### config.mk
export PLATFORM = sky130hd
export DESIGN_NAME = spi_xfer_ctrl_flat
export DESIGN_NICKNAME = d
export VERILOG_FILES = /design/src/rtl/spi_pkg.sv /design/src/rtl/spi_xfer_ctrl_if.sv /design/src/rtl/spi_sclk_gen.sv /design/src/rtl/spi_xfer_ctrl.sv /design/src/flat_wrapper.sv
export SDC_FILE = /design/constraint.sdc
export NUM_CORES = 1
export LEC_CHECK = 0
export BUFFER_PORTS_ARGS = -buffer_cell sky130_fd_sc_hd__buf_2
export CAP_MARGIN = 15
export CELL_PAD_IN_SITES_DETAIL_PLACEMENT = 0
export CELL_PAD_IN_SITES_GLOBAL_PLACEMENT = 1
export CORE_ASPECT_RATIO = 1.1
export CORE_MARGIN = 1
export CORE_UTILIZATION = 40
export CTS_CLUSTER_DIAMETER = 200
export DETAILED_ROUTE_END_ITERATION = 8
export HOLD_SLACK_MARGIN = 0.12
export PLACE_DENSITY_LB_ADDON = 0.1
export SETUP_SLACK_MARGIN = 0.4
export SYNTH_ARGS = -nofsm -noshare
export SYNTH_HDL_FRONTEND = slang
export SYNTH_SLANG_ARGS = --single-unit
### constraint.sdc
create_clock -name clk -period 1.82 [get_ports clk]
set_input_delay 0.364 -clock clk [delete_from_list [all_inputs] [get_ports clk]]
set_output_delay 0.364 -clock clk [all_outputs]
set_load 0.01 [all_outputs]
### src/rtl/spi_pkg.sv
// Shared types and constants for the SPI transfer sequencer and its control register.
// Control register field positions live here so the register block and the sequencer agree.
package spi_pkg;

    typedef enum logic [2:0] {
        IDLE,
        FETCH,
        SHIFT,
        STORE,
        DONE,
        WAIT_CLR
    } spi_xfer_state_t;

    localparam int SEND_BIT   = 0;
    localparam int CS_BIT     = 1;
    localparam int ONES_BIT   = 2;
    localparam int ZEROS_BIT  = 3;
    localparam int TX_END_LSB = 4;
    localparam int RX_END_LSB = 16;

    localparam logic [7:0] FILL_ONES  = 8'hFF;
    localparam logic [7:0] FILL_ZEROS = 8'h00;

    // all_1s wins over all_0s when both are set
    function automatic logic [7:0] tx_fill(input logic ones, input logic zeros,
                                           input logic [7:0] data);
        if (ones)
            return FILL_ONES;
        else if (zeros)
            return FILL_ZEROS;
        else
            return data;
    endfunction

endpackage

### src/rtl/spi_xfer_ctrl_if.sv
// Bundle of control-register, buffer and SPI pin signals around the transfer sequencer.
// master = sequencer side, slave = register/buffer/pad side.
interface spi_xfer_ctrl_if #(
    parameter int N = 5
);
    logic         send;
    logic         cs_ctrl;
    logic         all_1s;
    logic         all_0s;
    logic [N:0]   n_tx_end;
    logic [N:0]   tx_addr;
    logic [7:0]   tx_data;
    logic [N:0]   rx_addr;
    logic [7:0]   rx_data;
    logic         rx_we;
    logic [N+1:0] n_rx_cnt;
    logic         n_rx_we;
    logic         send_clr;
    logic         busy;
    logic         sclk;
    logic         mosi;
    logic         miso;
    logic         cs_n;

    modport master (
        input  send, cs_ctrl, all_1s, all_0s, n_tx_end, tx_data, miso,
        output tx_addr, rx_addr, rx_data, rx_we, n_rx_cnt, n_rx_we, send_clr,
               busy, sclk, mosi, cs_n
    );

    modport slave (
        output send, cs_ctrl, all_1s, all_0s, n_tx_end, tx_data, miso,
        input  tx_addr, rx_addr, rx_data, rx_we, n_rx_cnt, n_rx_we, send_clr,
               busy, sclk, mosi, cs_n
    );

endinterface

### src/rtl/spi_sclk_gen.sv
// SCLK divider: toggles sclk every DIV enabled cycles starting low; rise/fall pulses mark the
// cycle whose closing edge makes the transition. Disabled -> counter cleared, sclk held low.
module spi_sclk_gen #(
    parameter int DIV = 2
) (
    input  logic clk,
    input  logic rst,
    input  logic en,
    output logic sclk,
    output logic rise_pulse,
    output logic fall_pulse
);
    localparam int CW = (DIV > 1) ? $clog2(DIV) : 1;

    logic [CW-1:0] cnt;
    logic          tick;

    assign tick       = en && (cnt == CW'(DIV - 1));
    assign rise_pulse = tick && !sclk;
    assign fall_pulse = tick && sclk;

    always_ff @(posedge clk) begin
        if (!rst) begin
            cnt  <= '0;
            sclk <= 1'b0;
        end else if (!en) begin
            cnt  <= '0;
            sclk <= 1'b0;
        end else if (tick) begin
            cnt  <= '0;
            sclk <= ~sclk;
        end else begin
            cnt <= cnt + 1'b1;
        end
    end

endmodule

### src/rtl/spi_xfer_ctrl.sv
// SPI mode-0 burst sequencer: n_tx_end+1 bytes MSB first, 16*DIV+2 cycles per byte.
// No backpressure: buffers are assumed always ready; send must drop before re-arming.
module spi_xfer_ctrl #(
    parameter int N   = 5,
    parameter int DIV = 2
) (
    input  logic            clk,
    input  logic            rst,
    spi_xfer_ctrl_if.master bus
);
    import spi_pkg::*;

    spi_xfer_state_t state;
    logic [N:0]      idx;
    logic [N:0]      end_q;
    logic [6:0]      tx_sr;
    logic [7:0]      rx_sr;
    logic [2:0]      bit_cnt;
    logic [7:0]      fill;
    logic            sclk;
    logic            rise_pulse;
    logic            fall_pulse;

    spi_sclk_gen #(.DIV(DIV)) u_sclk_gen (
        .clk        (clk),
        .rst        (rst),
        .en         (state == SHIFT),
        .sclk       (sclk),
        .rise_pulse (rise_pulse),
        .fall_pulse (fall_pulse)
    );

    assign bus.sclk = sclk;
    assign fill     = tx_fill(bus.all_1s, bus.all_0s, bus.tx_data);

    always_ff @(posedge clk) begin
        if (!rst) begin
            state        <= IDLE;
            idx          <= '0;
            end_q        <= '0;
            tx_sr        <= '0;
            rx_sr        <= '0;
            bit_cnt      <= '0;
            bus.mosi     <= 1'b0;
            bus.cs_n     <= 1'b1;
            bus.busy     <= 1'b0;
            bus.rx_we    <= 1'b0;
            bus.n_rx_we  <= 1'b0;
            bus.send_clr <= 1'b0;
            bus.tx_addr  <= '0;
            bus.rx_addr  <= '0;
            bus.rx_data  <= '0;
            bus.n_rx_cnt <= '0;
        end else begin
            bus.rx_we    <= 1'b0;
            bus.n_rx_we  <= 1'b0;
            bus.send_clr <= 1'b0;
            case (state)
                IDLE: begin
                    bus.cs_n <= ~bus.cs_ctrl;
                    if (bus.send) begin
                        state        <= FETCH;
                        idx          <= '0;
                        end_q        <= bus.n_tx_end;
                        bus.n_rx_cnt <= '0;
                        bus.tx_addr  <= '0;
                        bus.busy     <= 1'b1;
                        bus.cs_n     <= 1'b0;
                    end
                end
                FETCH: begin
                    tx_sr    <= fill[6:0];
                    bus.mosi <= fill[7];
                    bit_cnt  <= '0;
                    state    <= SHIFT;
                end
                SHIFT: begin
                    if (rise_pulse)
                        rx_sr <= {rx_sr[6:0], bus.miso};
                    if (fall_pulse) begin
                        bit_cnt <= bit_cnt + 1'b1;
                        // The 8th falling edge closes the byte; mosi holds until the next FETCH
                        if (bit_cnt == 3'd7) begin
                            state        <= STORE;
                            bus.rx_we    <= 1'b1;
                            bus.rx_addr  <= idx;
                            bus.rx_data  <= rx_sr;
                            bus.n_rx_cnt <= bus.n_rx_cnt + 1'b1;
                        end else begin
                            bus.mosi <= tx_sr[6];
                            tx_sr    <= {tx_sr[5:0], 1'b0};
                        end
                    end
                end
                STORE: begin
                    if (idx == end_q) begin
                        state        <= DONE;
                        bus.send_clr <= 1'b1;
                        bus.n_rx_we  <= 1'b1;
                        bus.cs_n     <= ~bus.cs_ctrl;
                    end else begin
                        idx         <= idx + 1'b1;
                        bus.tx_addr <= idx + 1'b1;
                        state       <= FETCH;
                    end
                end
                DONE: begin
                    bus.busy <= 1'b0;
                    bus.cs_n <= ~bus.cs_ctrl;
                    state    <= WAIT_CLR;
                end
                WAIT_CLR: begin
                    // The send bit is cleared one cycle late; wait for it so it cannot retrigger
                    bus.cs_n <= ~bus.cs_ctrl;
                    if (!bus.send)
                        state <= IDLE;
                end
                default: state <= IDLE;
            endcase
        end
    end

endmodule

### src/flat_wrapper.sv
// flat-port wrapper written by rule: the top's interface ports become plain ports
module spi_xfer_ctrl_flat import spi_pkg::*;
#(
    parameter int N   = 5,
    parameter int DIV = 2
)
  (clk, rst, bus_send, bus_cs_ctrl, bus_all_1s, bus_all_0s, bus_n_tx_end, bus_tx_data, bus_miso, bus_tx_addr, bus_rx_addr, bus_rx_data, bus_rx_we, bus_n_rx_cnt, bus_n_rx_we, bus_send_clr, bus_busy, bus_sclk, bus_mosi, bus_cs_n);
  spi_xfer_ctrl_if #(.N(N)) bus_i ();
  input  logic clk;
  input  logic rst;
  input wire logic [$bits(bus_i.send)-1:0] bus_send;
  input wire logic [$bits(bus_i.cs_ctrl)-1:0] bus_cs_ctrl;
  input wire logic [$bits(bus_i.all_1s)-1:0] bus_all_1s;
  input wire logic [$bits(bus_i.all_0s)-1:0] bus_all_0s;
  input wire logic [$bits(bus_i.n_tx_end)-1:0] bus_n_tx_end;
  input wire logic [$bits(bus_i.tx_data)-1:0] bus_tx_data;
  input wire logic [$bits(bus_i.miso)-1:0] bus_miso;
  output wire logic [$bits(bus_i.tx_addr)-1:0] bus_tx_addr;
  output wire logic [$bits(bus_i.rx_addr)-1:0] bus_rx_addr;
  output wire logic [$bits(bus_i.rx_data)-1:0] bus_rx_data;
  output wire logic [$bits(bus_i.rx_we)-1:0] bus_rx_we;
  output wire logic [$bits(bus_i.n_rx_cnt)-1:0] bus_n_rx_cnt;
  output wire logic [$bits(bus_i.n_rx_we)-1:0] bus_n_rx_we;
  output wire logic [$bits(bus_i.send_clr)-1:0] bus_send_clr;
  output wire logic [$bits(bus_i.busy)-1:0] bus_busy;
  output wire logic [$bits(bus_i.sclk)-1:0] bus_sclk;
  output wire logic [$bits(bus_i.mosi)-1:0] bus_mosi;
  output wire logic [$bits(bus_i.cs_n)-1:0] bus_cs_n;
  assign bus_i.send = bus_send;
  assign bus_i.cs_ctrl = bus_cs_ctrl;
  assign bus_i.all_1s = bus_all_1s;
  assign bus_i.all_0s = bus_all_0s;
  assign bus_i.n_tx_end = bus_n_tx_end;
  assign bus_i.tx_data = bus_tx_data;
  assign bus_i.miso = bus_miso;
  assign bus_tx_addr = bus_i.tx_addr;
  assign bus_rx_addr = bus_i.rx_addr;
  assign bus_rx_data = bus_i.rx_data;
  assign bus_rx_we = bus_i.rx_we;
  assign bus_n_rx_cnt = bus_i.n_rx_cnt;
  assign bus_n_rx_we = bus_i.n_rx_we;
  assign bus_send_clr = bus_i.send_clr;
  assign bus_busy = bus_i.busy;
  assign bus_sclk = bus_i.sclk;
  assign bus_mosi = bus_i.mosi;
  assign bus_cs_n = bus_i.cs_n;
  spi_xfer_ctrl #(.N(N), .DIV(DIV)) u_core (.clk(clk), .rst(rst), .bus(bus_i));
endmodule
==> metrics.yaml <==
job:
  drv_cap: 0
synthesis:
  syn_nets: 347
  ys_types: 47
  avgSynthCellArea_um2: 8.55
  synth_ff_type: "dfxtp_1"
  synth-seq-area-share_pct: 44.4
  async_flop_share_pct: 0
  synth_area_um2: 2750
  synth_edf_count: 0
  ys_warn_count: 0
  synthCells: 322
  ys_ff_latch: 61
clock_network:
  cts.sinks: 61
  cts_tree: "done"
  worstSkewPairLatency_ps: 340
  root_buffer: "clkbuf_8"
  clk_pin_slew_ps: 70
  cts_buffer_depth: 2
  h-tree-depth: 3
  numCtsBuffers: 9
sta:
  timing.hold.ws_ps: 256
  fin_crit_ps: 1550
  setup_tns_ps: 0
  drv_slew: 0
  tightestPinTransition_ps: 441
  finalSetupViolCount: 0
  slew_headroom_pct: 70.6
  rsz0062_at_grt: "true"
  hold_viol: 0
  period_share_pct: 85.2
  fmax_mhz: 645
  worst_clock_skew_ps: 5.60
die:
  pin_count: 55
  dieArea_um2: 7220
  num_rows: 31
  fp.dieW_um: 81.1
  core_um2: 6630
  start_util_pct: 41.5
  fp.dieH_um: 89.0
routing:
  wl_mm: 6.76
  vias: 2529
  postRouteAntennaNets: 0
  post-route-drc-count: 0
  routedWlPerCell_um: 13.9
  wl_met1_mm: 3.24
  top_layer: "met4"
  dr.pass1.iters: 4
  viasPerCell: 5.19
  wl_met3_um: 274
  met2_wirelength_mm: 3.12
  drtIter0Drc: 98
grt:
  grt_max_degree: 27
  grt_antenna_before_repair: 0
  grt_pass1_vias: 2274
  grt-ovfl-total: 0
  grt_pass1_wl_mm: 10.8
  track_usage_pct: 19.9
outcome:
  outcome: "complete, no violations"
setup_path:
  crit_fanout: 5
  cp_slowest_stage_delay_ps: 400
  start_kind: "flip-flop"
  worstPathCellList: "xor2_4, nor4_4, a31oi_1, a311o_1"
  slowest_stage: "nor4_4"
  crit_type: "reg2reg"
  cpLargestDelayFamily: "compound AO/OA/AOI/OAI gates"
  arrival_ps: 1780
  crit_cells: 4
  required_ps: 2050
  reg2regPathDepth: 4
  path_buf_inv: 0
  end_kind: "flip-flop"
finish:
  drive_gt1_share_pct: 35.6
  area_delta_synth_final_pct: 35.8
  antenna_cells: 0
  fillers: 604
  fin_area_um2: 3740
  nNetsFinal: 425
placement:
  gp_congestion: 0.754
  dp_hpwl_mm: 4.38
  place_area_um2: 3230
  portBuffers: 54
power_and_ir_drop:
  irDropWorstVdd_mv: 0.430
  power_density_nw_per_um2: 887
  power_w: 0.00331
  p_leak_nw: 1.58
worst_hold_path:
  hp-class: "in2reg"
  whs_path_depth: 3
[worst paths after layout]
check / startpoint / end / slack, ps
min: bus_n_tx_end[3] / u_core.end_q[3]$_SDFFE_PN0P_ / 260
max reg2reg: u_core.idx[5]$_SDFFE_PN0P_ / u_core.bus.cs_n$_SDFFE_PN1P_ / 270
min reg2reg: u_core.bus.rx_data[1]$_SDFFE_PN0P_ / u_core.bus.rx_data[1]$_SDFFE_PN0P_ / 450
max: u_core.idx[5]$_SDFFE_PN0P_ / u_core.bus.cs_n$_SDFFE_PN1P_ / 270
[cell families after synthesis]
| logic type | count (synthesis) | share of synthesized area (%) |
|---|---|---|
| AO/OA/AOI/OAI | 81 | 18.2 |
| adder cells (fa/ha/maj) | 4 | 1.82 |
| AND/OR/NAND/NOR | 122 | 21.5 |
| multiplexers | 15 | 5.50 |
| buffers and inverters | 26 | 4.45 |
| XOR/XNOR | 13 | 4.14 |
| flip-flops | 61 | 44.4 |
[through the flow]
stage / worst slack (ps) / utilization, % / cells
floorplan: 211 / - / 322
detailed placement: 190 / 48.7 / 454
finish: 269 / 56.4 / 487
global route: 212 / 56.4 / 487
CTS: 305 / 54.3 / 481
global placement: 173 / 48.7 / 454
[tightest hold or removal path: cells and delay by family]
kind	cells	cell delay, ps
AO/OA/AOI/OAI	1	50
AND/OR/NAND/NOR	1	40
buffers and inverters	1	90
[power by group]
part	switching, W	internal, W	total (W)	leakage [nW]
clock network	0.000521	0.000666	0.00119	0.0964
logic	0.000364	0.000314	0.000679	0.979
registers	0.0000514	0.00140	0.00145	0.501
total	0.000936	0.00238	0.00331	1.58
[layout by cell type (no fill, tap or decap), types with 3 or more instances in the layout]
cell,count
dfxtp_2,7
xor2_1,4
nand3_1,9
nand2b_1,5
buf_6,4
clkbuf_8,10
buf_2,54
buf_4,30
inv_1,4
a21oi_2,3
o21ai_0,9
dfxtp_4,4
mux2i_1,14
dfxtp_1,50
or3_1,4
nand2_1,53
a211oi_1,3
nor2_1,26
xnor2_1,7
a211oi_2,3
a21oi_1,42
a2111o_1,8
nand3b_1,3
[synthesized netlist by cell type, drive strengths merged, types with 2 or more instances]
cell type,count,area (um^2)
nand2b,6,37.5
nand4bb,2,22.5
a211oi,6,45.0
a2111oi,2,17.5
ha,4,50.1
mux2i,14,140
nand3b,3,22.5
a2111o,8,90.1
xnor2,7,61.3
a21oi,47,235
o21ai,10,50.1
clkbuf,13,48.8
inv,4,15.0
buf,9,58.8
nand3,9,45.0
nand2,53,199
or3,4,25.0
xor2,6,52.6
dfxtp,61,1220
nand4,3,25.0
nor2,30,115
[state kept, by name, summed over array words and instances, names as in the netlist]
name and count:
u_core.bit_cnt 3, u_core.bus.busy 1, u_core.bus.cs_n 1, u_core.bus.mosi 1, u_core.bus.n_rx_cnt 7, u_core.bus.n_rx_we 1, u_core.bus.rx_addr 6, u_core.bus.rx_data 8
u_core.bus.rx_we 1, u_core.end_q 6, u_core.idx 6, u_core.rx_sr 8, u_core.state 3, u_core.tx_sr 7, u_core.u_sclk_gen.cnt 1, u_core.u_sclk_gen.sclk 1
[area by class of cell]
type	count	area [um^2]	share of cell area [%]
well taps	82	103	2.74
repair buffers	89	556	14.9
clock buffers	12	145	3.88
flip-flops and latches	61	1240	33.3
multi-input cells	235	1630	43.5
clock inverters	4	47.5	1.27
inverters	4	15.0	0.402
[routing by layer]
metal / global-route usage (%) / vias up
met3: 4.39 / 9
met2: 32.5 / 49
li1: - / 1286
met4: 9.25 / 0
met5: 0 / -
met1: 24.9 / 1185
[what timing repair did]
item	in CTS	in global routing
hold buffers	0	0
gates resized for setup	27	19
cloned	1	0
pin swaps	6	3
setup endpoints to repair	50	57
setup buffers	10	6
(Power assumes the default switching activity.)
